==> src/rtl/trdb_emit_arbiter.sv <==
// Arbitrates software words and timer timestamps onto the emitter's sw/tu request ports.
// Software words queue in a small FIFO; the timer keeps only its newest value.
module trdb_emit_arbiter #(
  parameter int unsigned SW_FIFO_DEPTH = 4,
  parameter int unsigned XLEN          = 32,
  parameter int unsigned TIMER_WIDTH   = 40,
  parameter int unsigned DROP_CNT_W    = 8
) (
  input  logic                   clk_i,
  input  logic                   rst_i,
  input  logic                   trace_valid_i,
  input  logic                   flush_i,
  input  logic                   cnt_clr_i,
  input  logic                   sw_valid_i,
  input  logic [XLEN-1:0]        sw_word_i,
  input  logic                   tu_valid_i,
  input  logic [TIMER_WIDTH-1:0] tu_time_i,
  input  logic                   tu_fulltime_i,
  output logic                   emit_sw_valid_o,
  output logic [XLEN-1:0]        emit_sw_word_o,
  input  logic                   emit_sw_grant_i,
  output logic                   emit_tu_valid_o,
  output logic [TIMER_WIDTH-1:0] emit_tu_time_o,
  output logic                   emit_tu_fulltime_o,
  input  logic                   emit_tu_grant_i,
  output logic [DROP_CNT_W-1:0]  sw_drop_cnt_o,
  output logic [DROP_CNT_W-1:0]  tu_drop_cnt_o,
  output logic                   busy_o
);

  localparam int unsigned AW = $clog2(SW_FIFO_DEPTH);

  typedef enum logic {PREF_SW, PREF_TU} prefState_e;

  prefState_e             state_q, state_d;
  logic [XLEN-1:0]        fifoMem_q [SW_FIFO_DEPTH];
  logic [AW-1:0]          rdPtr_q, rdPtr_d, wrPtr_q, wrPtr_d;
  logic [AW:0]            count_q, count_d;
  logic                   slotValid_q, slotValid_d;
  logic [TIMER_WIDTH-1:0] slotTime_q, slotTime_d;
  logic                   slotFull_q, slotFull_d;
  logic                   swReq_q, swReq_d, tuReq_q, tuReq_d;
  logic [DROP_CNT_W-1:0]  swDrop_q, swDrop_d, tuDrop_q, tuDrop_d;
  logic                   swPop, tuPop, swPush, tuLoad, fifoFull;
  logic                   swDropInc, tuDropInc, swPend, tuPend, holdReq;

  always_comb begin
    swPop     = emit_sw_grant_i & swReq_q;
    tuPop     = emit_tu_grant_i & tuReq_q;
    fifoFull  = (count_q == (AW+1)'(SW_FIFO_DEPTH));
    swPush    = sw_valid_i & ~flush_i & (~fifoFull | swPop);
    tuLoad    = tu_valid_i & ~flush_i;
    swDropInc = sw_valid_i & ~flush_i & fifoFull & ~swPop;
    tuDropInc = tuLoad & slotValid_q & ~tuPop;

    state_d     = state_q;
    rdPtr_d     = rdPtr_q;
    wrPtr_d     = wrPtr_q;
    count_d     = count_q + (AW+1)'(swPush) - (AW+1)'(swPop);
    slotValid_d = slotValid_q;
    slotTime_d  = slotTime_q;
    slotFull_d  = slotFull_q;
    swDrop_d    = swDrop_q;
    tuDrop_d    = tuDrop_q;
    swReq_d     = 1'b0;
    tuReq_d     = 1'b0;

    if (swPop)  rdPtr_d = rdPtr_q + AW'(1);
    if (swPush) wrPtr_d = wrPtr_q + AW'(1);

    // An overwritten slot keeps any full-time marker so the emitter never loses a resync point.
    if (tuLoad) begin
      slotValid_d = 1'b1;
      slotTime_d  = tu_time_i;
      slotFull_d  = tuDropInc ? (slotFull_q | tu_fulltime_i) : tu_fulltime_i;
    end else if (tuPop) begin
      slotValid_d = 1'b0;
    end

    if (cnt_clr_i) swDrop_d = '0;
    else if (swDropInc && (swDrop_q != '1)) swDrop_d = swDrop_q + DROP_CNT_W'(1);
    if (cnt_clr_i) tuDrop_d = '0;
    else if (tuDropInc && (tuDrop_q != '1)) tuDrop_d = tuDrop_q + DROP_CNT_W'(1);

    if (flush_i) begin
      count_d     = '0;
      rdPtr_d     = '0;
      wrPtr_d     = '0;
      slotValid_d = 1'b0;
    end else if (swPop) begin
      state_d = PREF_TU;
    end else if (tuPop) begin
      state_d = PREF_SW;
    end

    // A presented request stays put until granted; a fresh choice is made only after a grant or from idle.
    swPend  = (count_d != '0);
    tuPend  = slotValid_d;
    holdReq = trace_valid_i | ~(swPop | tuPop);
    if (holdReq && (swReq_q || tuReq_q)) begin
      swReq_d = swReq_q & swPend;
      tuReq_d = tuReq_q & tuPend;
    end else if (swPend && tuPend) begin
      swReq_d = (state_d == PREF_SW);
      tuReq_d = (state_d == PREF_TU);
    end else begin
      swReq_d = swPend;
      tuReq_d = tuPend;
    end
  end

  always_ff @(posedge clk_i or posedge rst_i) begin
    if (rst_i) begin
      state_q     <= PREF_TU;
      rdPtr_q     <= '0;
      wrPtr_q     <= '0;
      count_q     <= '0;
      slotValid_q <= 1'b0;
      slotTime_q  <= '0;
      slotFull_q  <= 1'b0;
      swReq_q     <= 1'b0;
      tuReq_q     <= 1'b0;
      swDrop_q    <= '0;
      tuDrop_q    <= '0;
    end else begin
      state_q     <= state_d;
      rdPtr_q     <= rdPtr_d;
      wrPtr_q     <= wrPtr_d;
      count_q     <= count_d;
      slotValid_q <= slotValid_d;
      slotTime_q  <= slotTime_d;
      slotFull_q  <= slotFull_d;
      swReq_q     <= swReq_d;
      tuReq_q     <= tuReq_d;
      swDrop_q    <= swDrop_d;
      tuDrop_q    <= tuDrop_d;
    end
  end

  always_ff @(posedge clk_i) begin
    if (swPush) fifoMem_q[wrPtr_q] <= sw_word_i;
  end

  assign emit_sw_valid_o    = swReq_q;
  assign emit_sw_word_o     = swReq_q ? fifoMem_q[rdPtr_q] : '0;
  assign emit_tu_valid_o    = tuReq_q;
  assign emit_tu_time_o     = tuReq_q ? slotTime_q : '0;
  assign emit_tu_fulltime_o = tuReq_q & slotFull_q;
  assign sw_drop_cnt_o      = swDrop_q;
  assign tu_drop_cnt_o      = tuDrop_q;
  assign busy_o             = (count_q != '0) | slotValid_q;

`ifndef SYNTHESIS
  // A grant for a source that is not requesting indicates a broken emitter.
  swGrantNoReq: assert property (@(posedge clk_i) disable iff (rst_i) emit_sw_grant_i |-> swReq_q);
  tuGrantNoReq: assert property (@(posedge clk_i) disable iff (rst_i) emit_tu_grant_i |-> tuReq_q);
`endif

endmodule

==> config.mk <==
export PLATFORM = sky130hd
export DESIGN_NAME = trdb_emit_arbiter
export DESIGN_NICKNAME = d
export VERILOG_FILES = /design/src/rtl/trdb_emit_arbiter.sv
export SDC_FILE = /design/constraint.sdc
export NUM_CORES = 1
export LEC_CHECK = 0
export CORE_MARGIN = 4
export CORE_UTILIZATION = 55
export DETAILED_ROUTE_END_ITERATION = 16
export GPL_ROUTABILITY_DRIVEN = 0
export PLACE_DENSITY = 0.86
export SKIP_CTS_REPAIR_TIMING = 1
export SLEW_MARGIN = 15
export SYNTH_ARGS = -nofsm -noshare
export SYNTH_HDL_FRONTEND = slang
export SYNTH_SLANG_ARGS = --single-unit
==> constraint.sdc <==
create_clock -name clk_i -period 7.5 [get_ports clk_i]
set_input_delay 0.75 -clock clk_i [delete_from_list [all_inputs] [get_ports clk_i]]
set_output_delay 0.75 -clock clk_i [all_outputs]
set_load 0.01 [all_outputs]
* Word-level counts from Yosys, hierarchy flattened
Memories as Yosys holds them, arrays and structs flattened.
Cells that the tools add are included.
** Operators by class
- Add/sub/neg operators :: 6
- $mul :: 0
- Divide/modulo/power cells :: 0
- Magnitude comparators :: 0
- Eq/ne operators :: 3
- Shift-type cells :: 0
- Mux-type cells :: 24
- Bitwise logic cells :: 23
- Reductions and logical operators :: 11
** Operators by type and width (number)
- 40-bit two-way mux :: 1
- 32-bit two-way mux :: 1
- 8-bit two-way mux :: 4
- 8-bit by 1-bit adder with 8-bit output, second input constant :: 2
- 8-bit != test, second input constant :: 2
- 1-bit two-way mux :: 13
- 1-bit AND :: 12
- 2-bit two-way mux :: 4
- 2-bit nonzero test :: 4
- 1-bit NOT :: 6
- 3-bit nonzero test :: 2
- 1-bit OR :: 5
- 2-bit by 1-bit adder with 2-bit output, second input constant :: 2
- 1-bit logical AND :: 4
- 3-bit by 1-bit adder with 3-bit output :: 1
- 3-bit == test, second input constant :: 1
- 3-bit two-way mux :: 1
- 3-bit by 1-bit subtractor with 3-bit output :: 1
- 1-bit logical OR :: 1
** Storage, ports and cells
- Flip-flop bits (word level) :: 68
- Bits in latches :: 0
- Memory bits (writable) :: 128
- Bits in read-only memories :: 0
- Input port bits :: 82
- Output and inout port bits :: 92
- Logic and storage cells :: 79
- Memories :: 1
** Memory list
- fifoMem_q :: depth 4, bits a word 32, read ports 1, clocked after Yosys merged registers in 0, wr ports 1, line 36 : logic [XLEN-1:0] fifoMem_q [SW_FIFO_DEPTH];

* Depth between registers and ports, before layout
Gate-level depths: netlist (run 1).
- Depth in word-level cells :: 11
- Depth in mapped cells :: 13
- Mapped depth without buffers :: 12

* Worst setup path before layout (run 1)
Ideal clock, no wire load.
- Path kind :: input -> register
- Start :: input port flush_i
- End :: register tuReq_q (netlist: emit_tu_valid_o)
- Setup time :: 0.123 ns
- Data arrival time :: 2.868 ns
- Required time :: 7.377 ns
- Setup slack :: 4.510 ns
- Cell stages on the path :: 13
- Path buffers :: 1
- Cells stage by stage :: clkbuf_1 nand2b_1 a21oi_1 inv_1 ha_1 inv_1 ha_1 inv_1 fa_1 xnor3_1 nor2_1 nor3_1 o221a_2
** On the way
- Longest elaborated chain between the ends :: 10
- Elaborated cells on any way between the ends :: 15
- Those cells by class :: add/sub: 2; mux: 6; bitwise: 5; reduce/logical: 2
** RTL lines
- start, declared :: line 12 : input logic flush_i,
- 1-bit NOT :: line 51 : swPush = sw_valid_i & ~flush_i & (~fifoFull | swPop);
- 1-bit AND (2 in a row) :: line 51
- 3-bit by 1-bit adder with 3-bit output :: line 59 : count_d = count_q + (AW+1)'(swPush) - (AW+1)'(swPop);
- 3-bit by 1-bit subtractor with 3-bit output :: line 59
- 3-bit two-way mux * :: line 85 : if (flush_i) begin
- named net count_d[2] :: line 38 : logic [AW:0] count_q, count_d;
- 3-bit nonzero test * :: line 97 : swPend = (count_d != '0);
- 1-bit logical AND * :: line 103 : end else if (swPend && tuPend) begin
- 1-bit two-way mux * :: line 103
- 1-bit two-way mux * :: line 100 : if (holdReq && (swReq_q || tuReq_q)) begin
- named net tuReq_d :: line 42 : logic swReq_q, swReq_d, tuReq_q, tuReq_d;
- end signal, assigned :: line 134 : tuReq_q <= tuReq_d;
- end, declared :: line 42
The timed path passes the listed nets; every way through them passes the cells marked *.
A chain may end at the register's enable or synchronous reset.

* Worst setup path in the final report (run 1)
Same ends and word-level chain as after synthesis.

==> run summary, run 1 <==
DRT
----------------------------------------------------------------------------
Detailed-route vias per instance ..............................         5.63
Total iterations of the first detailed-routing run ............            4
Post-route DRC violation count ................................            0
Routed vias ...................................................        4,815
Drt initial violations ........................................          298
Detailed Route WL .............................................    17,100 µm
Detail Route Antenna Nets .....................................            0
Average wire per cell in the routed design ....................      20.0 µm

SYNTHESIS
----------------------------------------------------------------------------
Main synth FF type ............................................     edfxtp_1
Share of synthesized area occupied by flip-flops and latches ..        0.684
Synthesized flop and latch total ..............................          196
Post-Synthesis Cell Area ......................................  0.00811 mm²
Async S/R FF share, synth .....................................        0.347
Syn_nets ......................................................          580
Number of synthesized flops with an enable pin ................          128
Syn_area_per_cell .............................................     16.6 µm²
Number of unique standard cell types used by synthesis ........           45
Synth Instances ...............................................          489
Yosys warning count ...........................................            0

FINAL LAYOUT
----------------------------------------------------------------------------
Final antenna diode count .....................................            0
Most common cell after layout, fill and taps aside ............ clkdlybuf4s50_1
Area growth, synth to finish ..................................        31.3%
Top library cells by usage in the layout, fill and taps aside . clkdlybuf4s50_1, edfxtp_1, and2_1
Net count of the finished layout ..............................          750
Ratio of cells with drive above 1 in the final layout .........        0.183

GLOBAL ROUTING
----------------------------------------------------------------------------
Maximum number of pins on one net before global-route repair ..           69
Vias in the first global route ................................        5,271
First-pass GRT wire length ....................................    27,300 µm
Antenna violations before repair ..............................            0
Global route overflow .........................................            0
Global-route usage over all layers ............................        0.216

CLOCK NETWORK
----------------------------------------------------------------------------
Root Buffer ...................................................    clkbuf_16
TritonCTS clock tree ..........................................         done
# clock sinks .................................................          196
CTS clock-pin slew for the worst setup and hold paths .........        60 ps
Max Root-Sink Buffers .........................................            2
Number of levels the H-tree was split into ....................            4
Clock latency on the worst-skew pair ..........................       430 ps
Number of buffers added by the clock tree synthesis step ......           17

WORST SETUP PATH
----------------------------------------------------------------------------
CP startpoint kind ............................................   input port
Data arrival time of the worst path ...........................      3890 ps
Launch point of the critical path .............................      flush_i
Worst Path Max Fanout .........................................           14
Required time worst endpoint ..................................      7860 ps
Worst setup path class ........................................ input port to flip-flop
Endpoint type of the worst setup path .........................    flip-flop
R2r startpoint ................................................ count_q[1]$_DFF_PP0_

STA
----------------------------------------------------------------------------
Worst setup margin ............................................      3970 ps
Final worst path period share .................................        0.470
Timing-limited maximum frequency ..............................    0.283 GHz
Worst-case clock skew .........................................      6.24 ps
Count of final max-slew check failures ........................            0
Headroom to the max-slew limit ................................        0.431
Final number of hold-violating endpoints ......................            0
Slew at the pin closest to its max-slew limit .................       854 ps
Setup TNS Final ...............................................         0 ps
Final number of setup-violating endpoints .....................            0
Unrepaired setup endpoints after global routing ...............           no
Clock period minus final worst setup slack ....................      3530 ps

POWER AND IR DROP
----------------------------------------------------------------------------
Final Power ...................................................      2.88 mW
Leakage power figure ..........................................      3.82 nW
Maximum ir drop on the vdd rail ...............................       166 µV
Power per cell area ...........................................   271 mW/mm²

WORST HOLD PATH
----------------------------------------------------------------------------
Start point of the worst min-delay path ....................... slotTime_q[37]$_DFFE_PP0P_
Type of the tightest min-delay check .......................... flip-flop to flip-flop

PLACEMENT
----------------------------------------------------------------------------
# port buffers ................................................          173
Detailed placer's ending HPWL .................................    10,800 µm
Post-placement worst setup slack ..............................      3590 ps

STATUS
----------------------------------------------------------------------------
Status ........................................................    completed

DIE
----------------------------------------------------------------------------
Effective utilization at floorplan ............................        0.560
Io pins .......................................................          174
Area of the core region .......................................   0.0145 mm²
Die area ......................................................   0.0167 mm²
Row count .....................................................           44
Die H .........................................................       129 µm
Chip Width ....................................................       129 µm

FLOW RUN
----------------------------------------------------------------------------
Reported max-cap violation count ..............................            0

==> sequential cells by signal (all words and copies together), names as in the netlist, 2 cells and up <==
register / count
fifoMem_q: 128
rdPtr_q: 2
tu_drop_cnt_o: 8
slotTime_q: 40
count_q: 3
sw_drop_cnt_o: 8
wrPtr_q: 2
==> final cells by class <==
type,instances,area [µm²]
Timing Repair Buffer,178,1790
Fill cell,896,3840
Sequential cell,196,5550
Clock buffer,23,542
Multi-Input combinational cell,257,2410
Tap cell,184,230
Inverter,9,33.8
Clock inverter,9,81.3
==> kinds of logic after synthesis <==
kind of cell             after synthesis  synth area share
AO/OA/AOI/OAI                         39            0.0323
XOR/XNOR                               7           0.00926
adder cells (fa/ha/maj)                9            0.0148
buffers and inverters                 36            0.0193
flip-flops                           196             0.684
multiplexers                          74             0.147
AND/OR/NAND/NOR                      128            0.0931
==> path summary, 6_finish.rpt <==
kind / to / cells after the start / slack (ps)
max in group asynchronous: emit_tu_valid_o$_DFF_PP0_ / 3 / 6000
max: emit_tu_valid_o$_DFF_PP0_ / 13 / 3970
max reg2reg: emit_tu_valid_o$_DFF_PP0_ / 12 / 4670
min reg2reg: slotTime_q[37]$_DFFE_PP0P_ / 1 / 500
min: slotTime_q[37]$_DFFE_PP0P_ / 1 / 500
min in group asynchronous: slotTime_q[28]$_DFFE_PP0P_ / 3 / 890
==> through the flow <==
| stage | instance area (µm²) | util | std cells | hold WS (ps) |
|---|---|---|---|---|
| detailed placement | 9990 | 0.690 | 823 | 487 |
| global placement | 9990 | 0.690 | 823 | 480 |
| global route | 10600 | 0.735 | 856 | 511 |
| finish | 10600 | 0.735 | 856 | 503 |
| CTS | 10600 | 0.733 | 855 | 503 |
| floorplan | 8110 | - | 489 | 458 |
==> routing by layer <==
metal	vias to the layer above	global-route usage	wire length [µm]
met5	-	0	0
met4	0	0.0791	352
met2	196	0.357	8610
met3	30	0.0692	1410
met1	2418	0.269	6750
li1	2171	-	-
==> worst max-delay path, cell delays in order <==
cell	delay [ps]
clkdlybuf4s50_1	690
nand2b_1	270
a21oi_1	360
inv_1	90
ha_1	280
inv_1	70
ha_1	150
inv_1	50
fa_1	380
xnor3_1	210
nor2_1	50
nor3_1	280
o221a_2	240
==> Yosys cell counts, types with 2 or more instances <==
| cell type | instances | area (µm²) |
|---|---|---|
| a21oi_1 | 14 | 70.1 |
| and2_1 | 77 | 482 |
| buf_2 | 11 | 55.1 |
| clkbuf_1 | 14 | 52.6 |
| dfrtp_1 | 67 | 1680 |
| edfxtp_1 | 128 | 3840 |
| ha_1 | 8 | 100 |
| inv_1 | 9 | 33.8 |
| mux2_2 | 40 | 450 |
| mux2i_1 | 2 | 20.0 |
| mux4_2 | 32 | 721 |
| nand2_1 | 7 | 26.3 |
| nand2b_1 | 2 | 12.5 |
| nand3_1 | 9 | 45.0 |
| nand4_1 | 2 | 12.5 |
| nor2_1 | 12 | 45.0 |
| nor2b_1 | 2 | 12.5 |
| o21ai_0 | 8 | 40.0 |
| o31ai_1 | 6 | 45.0 |
| or3_1 | 6 | 37.5 |
| or4_1 | 5 | 37.5 |
| xor2_1 | 5 | 43.8 |
==> power breakdown <==
group	leakage [nW]	total, mW	switching, mW	internal (mW)
Combinational	1.50	0.639	0.274	0.365
Clock	0.316	0.927	0.382	0.545
Sequential	2.01	1.31	0.0617	1.25
Power figures use the tool's default switching activity.
==> run 2: changes to the inputs <==
CORE_UTILIZATION = 51   (was 55)
PLACE_DENSITY = 0.8   (was 0.86)
clock period = 3.6 ns   (was 7.5 ns; I/O delays follow)
==> run 2 against run 1 <==
  * Register-to-register slack got worse by 3800 ps
  * Die area is 7.3% higher
  * Count of clock-buffer cells in the layout is 6 lower
  * Cell count rose by 3.9%
  * Worst hold slack got worse by 89 ps
  * Core utilization fell by 4.0 points
  * Sequential share of layout area is 0.23 points lower
  * Combinational power grew 100%
  * Largest cell class unchanged
  * Highest routed layer unchanged
==> run summary, run 2 (synthesized netlist as in run 1, its figures left out) <==
POWER AND IR DROP
----------------------------------------------------------------------------
Maximum ir drop on the vdd rail ...............................       369 µV
Leakage power figure ..........................................      3.82 nW
Power per cell area ...........................................   564 mW/mm²

CLOCK NETWORK
----------------------------------------------------------------------------
TritonCTS clock tree ..........................................         done
Max Root-Sink Buffers .........................................            2
CTS clock-pin slew for the worst setup and hold paths .........        70 ps
Clock latency on the worst-skew pair ..........................       420 ps
Root Buffer ...................................................    clkbuf_16
Number of levels the H-tree was split into ....................            4
Number of buffers added by the clock tree synthesis step ......           17
# clock sinks .................................................          196

FINAL LAYOUT
----------------------------------------------------------------------------
Register ranked first by flip-flop count ......................    fifoMem_q
Number of flip-flops under the largest register name ..........          128
Net count of the finished layout ..............................          756
Final design area excluding fillers ...........................   0.0107 mm²
Top flop regs ................................................. fifoMem_q: 128 flops, slotTime_q: 40 flops
Area growth, synth to finish ..................................        31.9%
Most common cell after layout, fill and taps aside ............ clkdlybuf4s50_1
Top library cells by usage in the layout, fill and taps aside . clkdlybuf4s50_1, edfxtp_1, and2_1
Number of filler cells placed in the layout ...................        1,048
Non-Filler Instances ..........................................          889
Ratio of cells with drive above 1 in the final layout .........        0.187
Final antenna diode count .....................................            0

STATUS
----------------------------------------------------------------------------
Status ........................................................    completed

DIE
----------------------------------------------------------------------------
Effective utilization at floorplan ............................        0.527
Die area ......................................................   0.0180 mm²
Io pins .......................................................          174
Row count .....................................................           45
Area of the core region .......................................   0.0154 mm²
Chip Width ....................................................       134 µm
Die H .........................................................       134 µm

STA
----------------------------------------------------------------------------
Final worst path period share .................................        0.867
Final number of setup-violating endpoints .....................            0
Slew at the pin closest to its max-slew limit .................       876 ps
Setup TNS Final ...............................................         0 ps
Headroom to the max-slew limit ................................        0.416
Final-layout worst hold slack .................................       414 ps
Count of final max-slew check failures ........................            0
Clock period minus final worst setup slack ....................      3120 ps
Unrepaired setup endpoints after global routing ...............           no
Timing-limited maximum frequency ..............................    0.321 GHz
Worst setup margin ............................................       480 ps
Final number of hold-violating endpoints ......................            0
Worst-case clock skew .........................................      7.60 ps

PLACEMENT
----------------------------------------------------------------------------
Post-placement worst setup slack ..............................       567 ps
Detailed placer's ending HPWL .................................    11,500 µm
Standard cell area after detailed placement ...................   0.0101 mm²
# port buffers ................................................          173
Post-Place Cells ..............................................          857

WORST SETUP PATH
----------------------------------------------------------------------------
Required time worst endpoint ..................................      3240 ps
R2r startpoint ................................................ emit_sw_valid_o$_DFF_PP0_
Launch point of the critical path ............................. rdPtr_q[0]$_DFFE_PP0P_
Worst setup path class ........................................ flip-flop to output port
Data arrival time of the worst path ...........................      2760 ps
CP startpoint kind ............................................    flip-flop
Endpoint type of the worst setup path .........................  output port
Worst Path Max Fanout .........................................           17

WORST HOLD PATH
----------------------------------------------------------------------------
Type of the tightest min-delay check .......................... input port to async pin

FLOW RUN
----------------------------------------------------------------------------
Reported max-cap violation count ..............................            0

GLOBAL ROUTING
----------------------------------------------------------------------------
Global route overflow .........................................            0
Met2 Resource Use GR ..........................................        0.327
First-pass GRT wire length ....................................    28,000 µm
Maximum number of pins on one net before global-route repair ..           49
Antenna violations before repair ..............................            0
Routing usage on met3 .........................................       0.0938
Busiest grt layer .............................................         met2
Global-route track usage on met1 ..............................        0.251
Global-route usage over all layers ............................        0.204
Vias in the first global route ................................        5,161

DRT
----------------------------------------------------------------------------
Post-route DRC violation count ................................            0
Average wire per cell in the routed design ....................      19.6 µm
Detailed Route WL .............................................    17,400 µm
Routed vias ...................................................        4,790
Detailed-route vias per instance ..............................         5.39
Total iterations of the first detailed-routing run ............            4
Drt initial violations ........................................          226
Detail Route Antenna Nets .....................................            0

## run 2: where the power goes
group / internal, mW / switching [mW]
Combinational: 0.765 / 0.537
Clock: 1.16 / 0.793
Sequential: 2.60 / 0.169
Total: 4.53 / 1.50
## run 2: critical path, cell delays in order (launching register included)
cell and delay [ps]:
dfrtp_2 740, buf_4 380, mux4_2 540, and2_1 190, clkdlybuf4s50_1 490
## run 2: path summary, 6_finish.rpt
path                            depth (start not counted)  slack (ps)                    endpoint
max in group asynchronous                               3        2380           state_q$_DFF_PP1_
worst max register to register                         12         830   emit_tu_valid_o$_DFF_PP0_
worst min register to register                          1         500      slotFull_q$_DFFE_PP0P_
worst max-delay path                                    4         480           emit_sw_word_o[5]
min in group clk_i                                      1         500      slotFull_q$_DFFE_PP0P_
worst min-delay path                                    2         410  slotTime_q[21]$_DFFE_PP0P_
## run 2: layer usage
layer / vias up / wire, µm
met2: 181 / 8460
met3: 17 / 1870
li1: 2185 / -
met1: 2407 / 6850
met5: - / 0
met4: 0 / 220
## run 2: layout make-up
class / count / area, µm² / area share
inverters: 9 / 33.8 / 0.00316
clock buffers: 17 / 425 / 0.0398
well taps: 211 / 264 / 0.0247
repair buffers: 184 / 1810 / 0.170
multi-input cells: 257 / 2410 / 0.226
clock inverters: 15 / 186 / 0.0174
flip-flops and latches: 196 / 5550 / 0.519
## run 2: per-stage QoR
| step | power, mW | utilization |
|---|---|---|
| after floorplan | 3.46 | - |
| final | 6.02 | 0.695 |
| after detailed placement | 4.13 | 0.655 |
| after global placement | 4.09 | 0.655 |
| after global routing | 6.30 | 0.695 |
| after CTS | 6.09 | 0.695 |
